===== config.mk =====
export PLATFORM = sky130hd
export DESIGN_NAME = cp0_exc_ctrl
export DESIGN_NICKNAME = d
export VERILOG_FILES = /design/src/rtl/cp0_exc_ctrl_pkg.sv /design/src/rtl/cp0_exc_arbiter.sv /design/src/rtl/cp0_exc_ctrl.sv
export SDC_FILE = /design/constraint.sdc
export NUM_CORES = 1
export LEC_CHECK = 0
export CAP_MARGIN = 15
export CORE_UTILIZATION = 36
export CTS_BUF_LIST = sky130_fd_sc_hd__clkbuf_8 sky130_fd_sc_hd__clkbuf_16
export DETAILED_ROUTE_END_ITERATION = 10
export PLACE_DENSITY_LB_ADDON = 0.1
export REMOVE_ABC_BUFFERS = 1
export SYNTH_ARGS = -nofsm -noshare
export SYNTH_HDL_FRONTEND = slang
export SYNTH_SLANG_ARGS = --single-unit

===== constraint.sdc =====
create_clock -name clk -period 2.26 [get_ports clk]
set_input_delay 0.452 -clock clk [delete_from_list [all_inputs] [get_ports clk]]
set_output_delay 0.452 -clock clk [all_outputs]
set_load 0.01 [all_outputs]

===== src/rtl/cp0_exc_ctrl_pkg.sv =====
// Shared CP0 definitions: register numbers, field bit positions, exception codes.
package cp0_defs;

    // CP0 register numbers
    localparam logic [4:0] REG_SR    = 5'd12;
    localparam logic [4:0] REG_CAUSE = 5'd13;
    localparam logic [4:0] REG_EPC   = 5'd14;
    localparam logic [4:0] REG_PRID  = 5'd15;

    // Field bit positions within SR and Cause
    localparam int IM_HI   = 15;
    localparam int IM_LO   = 10;
    localparam int EXL     = 1;
    localparam int IE      = 0;
    localparam int BD      = 31;
    localparam int CODE_HI = 6;
    localparam int CODE_LO = 2;

    // Exception codes carried down the pipe
    typedef enum logic [4:0] {
        EXC_INT  = 5'd0,
        EXC_ADEL = 5'd4,
        EXC_ADES = 5'd5,
        EXC_RI   = 5'd10,
        EXC_OV   = 5'd12
    } exc_code_e;

    // EPC always holds a word-aligned address
    function automatic logic [31:0] word_align(input logic [31:0] addr);
        return addr & ~32'd3;
    endfunction

endpackage


===== src/rtl/cp0_exc_arbiter.sv =====
// Combinational interrupt/exception arbiter: decides whether the MEM-stage
// instruction is flushed this cycle and which ExcCode gets recorded.
module cp0_exc_arbiter
    import cp0_defs::*;
(
    input  logic [5:0] im,
    input  logic       exl,
    input  logic       ie,
    input  logic [5:0] hw_int,
    input  logic [4:0] exc_code,
    output logic       int_pend,
    output logic       exc_pend,
    output logic       req,
    output logic [4:0] next_code
);

    // Interrupts need an enabled line, global enable, and no handler in progress;
    // interrupts win over synchronous exceptions.
    always_comb begin
        int_pend  = (|(hw_int & im)) & ie & ~exl;
        exc_pend  = (exc_code != 5'd0) & ~exl;
        req       = int_pend | exc_pend;
        next_code = int_pend ? EXC_INT : exc_code;
    end

endmodule


===== src/rtl/cp0_exc_ctrl.sv =====
// CP0 register file (SR, Cause, EPC, PRId) with exception entry, mtc0 and eret.
module cp0_exc_ctrl
    import cp0_defs::*;
#(
    parameter logic [31:0] PRID       = 32'h2019_0007,
    parameter logic [31:0] HANDLER_PC = 32'h0000_4180
) (
    input  logic        clk,
    input  logic        reset,
    input  logic [4:0]  readAddr,
    input  logic [4:0]  writeAddr,
    input  logic [31:0] writeData,
    input  logic        CP0WE,
    input  logic        eret,
    input  logic [31:0] PC,
    input  logic [4:0]  excCode,
    input  logic        bd,
    input  logic [5:0]  HWInt,
    output logic        req,
    output logic [31:0] excPC,
    output logic [31:0] EPC,
    output logic [31:0] readData
);

    logic [5:0]  sr_im;
    logic        sr_exl;
    logic        sr_ie;
    logic        cause_bd;
    logic [5:0]  cause_ip;
    logic [4:0]  cause_code;
    logic [31:0] epc_q;

    logic        int_pend;
    logic        exc_pend;
    logic [4:0]  next_code;
    logic [31:0] sr_val;
    logic [31:0] cause_val;

    cp0_exc_arbiter u_arbiter (
        .im        (sr_im),
        .exl       (sr_exl),
        .ie        (sr_ie),
        .hw_int    (HWInt),
        .exc_code  (excCode),
        .int_pend  (int_pend),
        .exc_pend  (exc_pend),
        .req       (req),
        .next_code (next_code)
    );

    // Register state: exception entry squashes mtc0/eret; IP tracks HWInt every edge.
    // NOTE: async reset in the sensitivity list and <= for every state update so all
    // registers sample the same pre-edge values.
    always_ff @(posedge clk or posedge reset) begin
        if (reset) begin
            sr_im      <= '0;
            sr_exl     <= 1'b0;
            sr_ie      <= 1'b0;
            cause_bd   <= 1'b0;
            cause_ip   <= '0;
            cause_code <= '0;
            epc_q      <= '0;
        end else begin
            cause_ip <= HWInt;
            if (req) begin
                sr_exl     <= 1'b1;
                cause_code <= next_code;
                cause_bd   <= bd;
                epc_q      <= word_align(bd ? PC - 32'd4 : PC);
            end else begin
                if (CP0WE && writeAddr == REG_SR) begin
                    sr_im  <= writeData[IM_HI:IM_LO];
                    sr_exl <= writeData[EXL];
                    sr_ie  <= writeData[IE];
                end
                if (CP0WE && writeAddr == REG_EPC) begin
                    epc_q <= word_align(writeData);
                end
                // NOTE: placed after the mtc0 write so that, within this block, the
                // later non-blocking assignment to sr_exl wins when both hit SR.
                if (eret) begin
                    sr_exl <= 1'b0;
                end
            end
        end
    end

    // Assemble architectural register views and the mfc0 read mux.
    // NOTE: every output gets a default first so no path leaves a latch.
    always_comb begin
        sr_val                   = '0;
        sr_val[IM_HI:IM_LO]      = sr_im;
        sr_val[EXL]              = sr_exl;
        sr_val[IE]               = sr_ie;
        cause_val                = '0;
        cause_val[BD]            = cause_bd;
        cause_val[IM_HI:IM_LO]   = cause_ip;
        cause_val[CODE_HI:CODE_LO] = cause_code;
        readData = '0;
        case (readAddr)
            REG_SR:    readData = sr_val;
            REG_CAUSE: readData = cause_val;
            REG_EPC:   readData = epc_q;
            REG_PRID:  readData = PRID;
            default:   readData = '0;
        endcase
    end

    // Fetch redirect: handler on exception entry, otherwise EPC for eret.
    assign EPC   = epc_q;
    assign excPC = req ? HANDLER_PC : epc_q;

endmodule


# == Word level (Yosys, flattened, before mapping) ==
# Index checks and enable logic that the tools add are counted.
# W data, S select, Z words.
# word_totals
latch_bits,0
mem_count,0
ff_bits,52
out_inout_bits,97
mem_bits_rw,0
rom_bits,0
input_bits,90
word_cells,37
# op_classes
bitwise_logic,7
eq_ne,6
mul,0
order_cmp,0
div,0
n_reduce_logical,7
add_sub_neg,1
shifts,0
mux,9
# ops
op,n
$mux W32,4
$pmux W32 S4,1
$sub A32 B3 Y32 const B,1
$eq A5 B4 Y1 const B,6
$and A6 B6 Y6,1
$reduce_or A6 Y1,1
$mux W5,1
$reduce_bool A5 Y1,1
$and A1 B1 Y1,3
$mux W1,3
$reduce_bool A3 Y1,1
$logic_and A1 B1 Y1,2
$not A1 Y1,2
$reduce_and A2 Y1,1
$reduce_bool A2 Y1,1
$or A1 B1 Y1,1

# == Longest topological paths before layout ==
# Gate-level depths: netlist of run 1.
# logic_depth
depth_word,7
mapped_depth,7
mapped_depth_nobuf,7

# == By module ==
# A second synthesis of run 1 with hierarchy kept.
# unflattened
cells_unflattened,413
hier_area_um2,3558.4
# by_module_without_submodules
mod,area_per_inst_um2,n_inst,seq_area_each_um2,cells_each
cp0_exc_ctrl,3444.6,1,1251.2,399
cp0_exc_arbiter,113.9,1,0.0,14

# == Worst setup path after synthesis of run 1 ==
# Ideal clock, no wire load.
# synth_path
path_kind,in2out
start,input port HWInt[0]
end,output port excPC[10]
required_ns,1.808
stages,6
setup_slack_ns,-0.066
arrival_time_ns,1.874
path_cell_list,a22o_1 > o31ai_2 > a31oi_1 > clkbuf_1 > clkbuf_1 > nor2b_1
# synth_via
elab_chain_len,6
# synth_rtl
element,line,rtl
"start, declared",cp0_exc_ctrl.sv:18,"input logic [5:0] HWInt,"
$and A6 B6 Y6,cp0_exc_arbiter.sv:20,int_pend = (|(hw_int & im)) & ie & ~exl;
$reduce_or A6 Y1,cp0_exc_arbiter.sv:20,
$and A1 B1 Y1 (2 in a row),cp0_exc_arbiter.sv:20,
$or A1 B1 Y1,cp0_exc_arbiter.sv:22,req = int_pend | exc_pend;
$mux W32,cp0_exc_ctrl.sv:111,assign excPC = req ? HANDLER_PC : epc_q;
"end, declared",cp0_exc_ctrl.sv:20,"output logic [31:0] excPC,"
# No other way between the ends.

# == Worst setup path after layout of run 1 ==
# layout_path
start,register sr_im[0]
end,output port excPC[29]
# layout_via
elab_chain_len,6
# layout_rtl
element,line,rtl
"start, declared",cp0_exc_ctrl.sv:25,logic [5:0] sr_im;
"start signal, assigned",cp0_exc_ctrl.sv:72,sr_im <= writeData[IM_HI:IM_LO];
$and A6 B6 Y6,cp0_exc_arbiter.sv:20,
$reduce_or A6 Y1,cp0_exc_arbiter.sv:20,
$and A1 B1 Y1 (2 in a row),cp0_exc_arbiter.sv:20,
$or A1 B1 Y1,cp0_exc_arbiter.sv:22,
$mux W32,cp0_exc_ctrl.sv:111,
# No other way between the ends.

==> results of run 1 <==
[worst max-delay path, stage by stage, from the launching register on]
cell     delay (ps)
dfrtp_1         410
a22o_1          230
o31ai_2         230
buf_4           160
a31oi_4         110
buf_12          180
buf_12          140
buf_4           140
nor2b_4         120
buf_6           110
[power breakdown]
part	total [mW]	internal, mW	switching [mW]
registers	1.64	1.27	0.372
clock network	0.667	0.330	0.336
logic	3.74	2.25	1.48
total	6.04	3.85	2.19
[logic make-up after synthesis]
family                     Yosys count  share of synthesized area
muxes                               64                      0.189
xor gates and xnor gates            27                     0.0688
AOI/OAI and AO/OA                   42                     0.0735
adders and majority gates            1                    0.00364
DFF                                 50                      0.364
buffers and inverters               33                     0.0418
other                                1                    0.00109
and+or+nand+nor                    152                      0.258
[stage by stage]
| step | instances | utilization | hold slack, ps | TNS [ps] |
|---|---|---|---|---|
| final | 754 | 0.683 | 378 | -6960 |
| after global placement | 717 | 0.628 | 510 | -39110 |
| after CTS | 748 | 0.663 | 374 | -8040 |
| after detailed placement | 717 | 0.628 | 522 | -39660 |
| after global routing | 754 | 0.683 | 364 | -10370 |
| after floorplan | 349 | - | 481 | -219320 |
[state kept, by name, summed over array words and instances, names as in the netlist]
register,flops
sr_ie,1
cause_code,5
cause_ip,6
sr_exl,1
cause_bd,1
sr_im,6
EPC,30
[timing repair]
item                       4_1_cts  5_1_grt
cloned                           4        0
setup endpoints to repair       70       48
gates resized for setup        232       39
buffers inserted                19        9
pin swaps                        7        7
hold buffers                     0        0
[layout make-up]
type                       count  area [um2]
clock buffer                   5        68.8
tap                          129         161
sequential                    50        1250
inverter                       9        33.8
clock inverter                 3        45.0
fill                         782        2930
multi-input combinational    290        2220
timing repair buffer         268        2530
[per-layer routing]
layer | part of all wire | GRT usage
met5 | 0 | 0
met2 | 0.48 | 0.413
met1 | 0.44 | 0.319
met3 | 0.068 | 0.0569
met4 | 0.015 | 0.0588
[Yosys cell counts (all sizes together), types with 9 or more instances]
library cell  count  area (um2)
o21ai            19        95.1
dfrtp            50        1250
nand2            20        75.1
buf              10        57.6
clkbuf           14        52.6
mux2i            56         561
nor2b            30         188
xnor2            24         210
nor4             10        96.4
and2             14        87.6
inv               9        33.8
nor2             33         126
nor3             16        90.1
a21oi             9        45.0
[path summary, 6_finish.rpt]
check                                        end  slack [ps]  cells past startpoint            startpoint
hold / removal             cause_ip[0]$_DFF_PP0_         380                      1              HWInt[0]
min in group asynchronous     EPC[5]$_DFFE_PP0P_         520                      2                 reset
max in group asynchronous     sr_exl$_DFFE_PP0P_        1190                      3                 reset
setup reg to reg               sr_ie$_DFFE_PP0P_           0                     10  sr_im[0]$_DFFE_PP0P_
setup / recovery                       excPC[29]        -330                      9  sr_im[0]$_DFFE_PP0P_
hold reg to reg             cause_bd$_DFFE_PP0P_         540                      1  cause_bd$_DFFE_PP0P_
==> impl_metrics.py, run 1 <==
metrics = {
    "status": {
        "status": "finished with violations",
        "violations": "setup timing",
    },
    "global_routing": {
        "grt-ovfl-total": 0,
        "grt_pass1_vias": 3714,
        "grt_pass1_wl_um": 18900,
        "antenna_found_initial": 0,
        "grt_usage": 0.245,
        "grt_max_degree": 31,
    },
    "cells_and_area": {
        "antenna_cells": 0,
        "final_cell_mix": "106 x clkdlybuf4s50_1, 63 x buf_4, 56 x mux2i_1, 50 x dfrtp_1, 33 x dlygate4sd2_1",
        "final_layout_size_suffix_gt1_frac": 0.283,
        "layout_commonest_cell": "clkdlybuf4s50_1",
        "fin_area_um2": 6310,
        "area_delta_synth_final_pct": 83.7,
        "fin_nets": 715,
    },
    "power": {
        "ir_worst_vdd_uv": 522,
        "total_leakage_power_nw": 3.07,
        "total_power_mw": 6.04,
        "p_per_area_nw_per_um2": 957,
    },
    "synthesis": {
        "synth-edff-count": 0,
        "ys_async_sr_fraction": 1.00,
        "yosys_register_bits": 50,
        "synth_cells": 370,
        "synth_area_um2": 3440,
        "avgSynthCellArea_um2": 9.29,
        "synth_cell_type_count": 44,
        "ys.flop_type": "dfrtp_1",
        "ys_seq_area_frac": 0.364,
        "yosysWarningCount": 0,
    },
    "setup_path": {
        "arrival_ps": 2140,
        "start_kind": "flip-flop",
        "path_class": "reg -> out",
        "worst_ep_required_time_ps": 1810,
        "end_kind": "output pin",
        "path_max_fanout": 6,
    },
    "place": {
        "dp_hpwl_um": 8490,
        "io_buffers": 180,
        "place_ws_ps": -765,
        "placed_area_um2": 5800,
        "gp_congestion": 0.811,
    },
    "timing": {
        "slew_viol_final": 0,
        "fin_crit_sh": 1.15,
        "hold_viol": 0,
        "slew_headroom": 0.619,
        "tightest_slew_ps": 571,
        "finalSetupViolations": 31,
        "clock_skew_ps": 13.3,
        "layout_setup_ws_ps": -331,
        "post-route-min-period_ps": 2590,
        "grt_setup_unrepaired": "yes",
        "fmaxAchievable_mhz": 386,
    },
    "min_path": {
        "hold_path.class": "in -> reg",
    },
    "floorplanning": {
        "rows": 35,
        "dieArea_um2": 9950,
        "die_x_um": 99.7,
        "ioPinCount": 187,
        "die_h_um": 99.7,
        "coreArea_um2": 9240,
        "initial_core_util": 0.372,
    },
    "clocking": {
        "clockBufferDepth": 2,
        "htreeDepth": 2,
        "clockRootBuffer": "clkbuf_8",
        "clk-insertion-delay-late_ps": 310,
        "clk_pin_slew_ps": 110,
        "numCtsBuffers": 5,
        "tritoncts": "done",
        "cts.sinks": 50,
    },
    "drt": {
        "drt_iter0_markers": 110,
        "ant_nets": 0,
        "vias_per_cell": 4.82,
        "wire_per_inst_um": 15.9,
        "drtPass1Iterations": 4,
        "wirelength_um": 12000,
        "drcViolationCount": 0,
        "num_vias": 3634,
    },
    "run": {
        "cap_violations": 0,
    },
}
No activity file was read; power rests on OpenSTA's default activity.
==> run 2, diff against run 1 <==
- CORE_MARGIN: not set -> 2
==> run 2 against run 1 <==
Compared with the run above: the run still ends with setup timing left; setup slack improved by 87 ps; register-to-register slack about the same; utilization decreased by 1.1 points; largest power group unchanged; final area decreased by 1.6%; global-route usage decreased by 1.6 points; critical path type is now in -> out; clock power decreased by 1%; first-iteration DRC count decreased by 19%.
==> impl_metrics.py, run 2 (synthesis results as in run 1) <==
metrics = {
    "floorplanning": {
        "rows": 35,
        "initial_core_util": 0.372,
        "dieArea_um2": 10300,
        "die_x_um": 102,
        "ioPinCount": 187,
        "die_h_um": 102,
        "coreArea_um2": 9240,
    },
    "place": {
        "dp_hpwl_um": 8950,
        "gp_congestion": 0.893,
        "placed_area_um2": 5860,
        "io_buffers": 180,
    },
    "cells_and_area": {
        "fin_nets": 716,
        "final_cell_mix": "106 x clkdlybuf4s50_1, 62 x buf_4, 56 x mux2i_1, 50 x dfrtp_1, 32 x nor2_1",
        "antenna_cells": 0,
        "layout_commonest_cell": "clkdlybuf4s50_1",
        "fin_area_um2": 6220,
        "final_layout_size_suffix_gt1_frac": 0.280,
        "largest_reg_flops": 30,
        "area_delta_synth_final_pct": 80.8,
    },
    "clocking": {
        "clk_pin_slew_ps": 100,
        "numCtsBuffers": 5,
        "hold_buffers": 0,
        "clockBufferDepth": 2,
        "htreeDepth": 2,
        "clk-insertion-delay-late_ps": 310,
        "cts.sinks": 50,
        "clockRootBuffer": "clkbuf_8",
        "tritoncts": "done",
    },
    "drt": {
        "drtPass1Iterations": 4,
        "wire_per_inst_um": 15.9,
        "ant_nets": 0,
        "vias_per_cell": 4.79,
        "drt_iter0_markers": 89,
        "wirelength_um": 12000,
        "num_vias": 3618,
        "drcViolationCount": 0,
    },
    "setup_path": {
        "regToRegStartpoint": "sr_im[0]$_DFFE_PP0P_",
        "path_class": "in -> out",
        "cp_slowest_cell": "o31ai_4",
        "path_max_fanout": 5,
        "worst_ep_required_time_ps": 1810,
        "arrival_ps": 2050,
        "reg2reg_depth": 9,
        "reg2reg_to": "sr_ie$_DFFE_PP0P_",
        "crit_chain": "dlygate4sd2_1 > a22o_1 > o31ai_4 > a31oi_4 > buf_12 > buf_6 > nor2b_1 > buf_2",
        "max_stage_delay_ps": 310,
        "end_kind": "output pin",
        "start_kind": "input pin",
        "rrSetupSlack_ps": 0,
    },
    "min_path": {
        "hold_path.class": "in -> reg",
        "whs_path_depth": 1,
        "whs_endpoint": "cause_ip[1]$_DFF_PP0_",
        "min_from": "HWInt[1]",
    },
    "power": {
        "total_leakage_power_nw": 3.01,
        "ir_worst_vdd_uv": 555,
        "p_per_area_nw_per_um2": 934,
    },
    "timing": {
        "layout_setup_ws_ps": -243,
        "clock_skew_ps": 12.7,
        "hold-worst-slack_ps": 385,
        "post-route-min-period_ps": 2500,
        "finalSetupViolations": 32,
        "slew_viol_final": 0,
        "grt_setup_unrepaired": "yes",
        "fin_crit_sh": 1.11,
        "hold_viol": 0,
        "fmaxAchievable_mhz": 399,
    },
    "global_routing": {
        "grt-ovfl-total": 0,
        "grt_max_degree": 31,
        "grt_pass1_vias": 3729,
        "grt_pass1_wl_um": 18500,
        "antenna_found_initial": 0,
        "grt_usage": 0.229,
    },
    "status": {
        "violations": "setup timing",
        "status": "finished with violations",
    },
    "run": {
        "cap_violations": 0,
    },
}
[run 2: cell types whose count changed in the layout (fill, tap and decap cells not counted), sizes merged]
cell	delta
clkbuf	+9
dlygate4sd2	-4
buf	-3
clkdlybuf4s15	-1
[run 2: stage by stage]
| step | setup TNS (ps) | util | cells | setup WS [ps] | power, mW |
|---|---|---|---|---|---|
| floorplan | -219320 | - | 349 | -3200 | 2.82 |
| global placement | -39940 | 0.635 | 722 | -831 | 4.74 |
| detailed placement | -40780 | 0.635 | 722 | -850 | 4.80 |
| CTS | -5400 | 0.665 | 750 | -247 | 5.67 |
| global route | -9090 | 0.673 | 755 | -333 | 6.18 |
| finish | -6230 | 0.673 | 755 | -243 | 5.80 |
[run 2: routing by layer]
layer | vias to the layer above | GRT usage | share of wire
met5 | - | 0 | 0
met4 | 0 | 0.0405 | 0.0052
met3 | 6 | 0.0455 | 0.067
met2 | 123 | 0.399 | 0.49
met1 | 1695 | 0.298 | 0.44
li1 | 1794 | - | -
[run 2: critical path: cells and delay by family]
kind / cells / cell delay [ps]
AO/OA/AOI/OAI: 3 / 780
buffers and inverters: 4 / 720
AND/OR/NAND/NOR: 1 / 100
[run 2: how the worst max path moves through the flow]
stage / depth (start not counted) / endpoint / start / slack, ps
6_report: 8 / excPC[2] / HWInt[0] / -240
4_1_cts: 7 / excPC[27] / sr_im[2]$_DFFE_PP0P_ / -250
3_5_place_dp: 7 / excPC[8] / HWInt[0] / -850
5_1_grt: 7 / excPC[2] / sr_im[0]$_DFFE_PP0P_ / -330
2_1_floorplan: 3 / excPC[14] / excCode[0] / -3200
3_3_place_gp: 7 / excPC[8] / HWInt[0] / -830
[run 2: cell type report]
type | count | area, um2
Fill cell | 775 | 3020
Clock buffer | 5 | 68.8
Tap cell | 129 | 161
Clock inverter | 3 | 45.0
Timing Repair Buffer | 269 | 2490
Inverter | 9 | 33.8
Multi-Input combinational cell | 290 | 2170
Sequential cell | 50 | 1250
[run 2: where the power goes]
part / leakage [nW] / switching (mW) / internal (mW)
Combinational: 2.36 / 1.41 / 2.09
Sequential: 0.602 / 0.369 / 1.27
Clock: 0.0504 / 0.330 / 0.330
[run 2: what timing repair did]
action                                  in CTS  in global routing
resized for setup                          219                 36
pin swaps                                    7                  5
gates cloned                                 3                  0
buffers inserted                            17                  6
endpoints found under the setup margin      70                 56
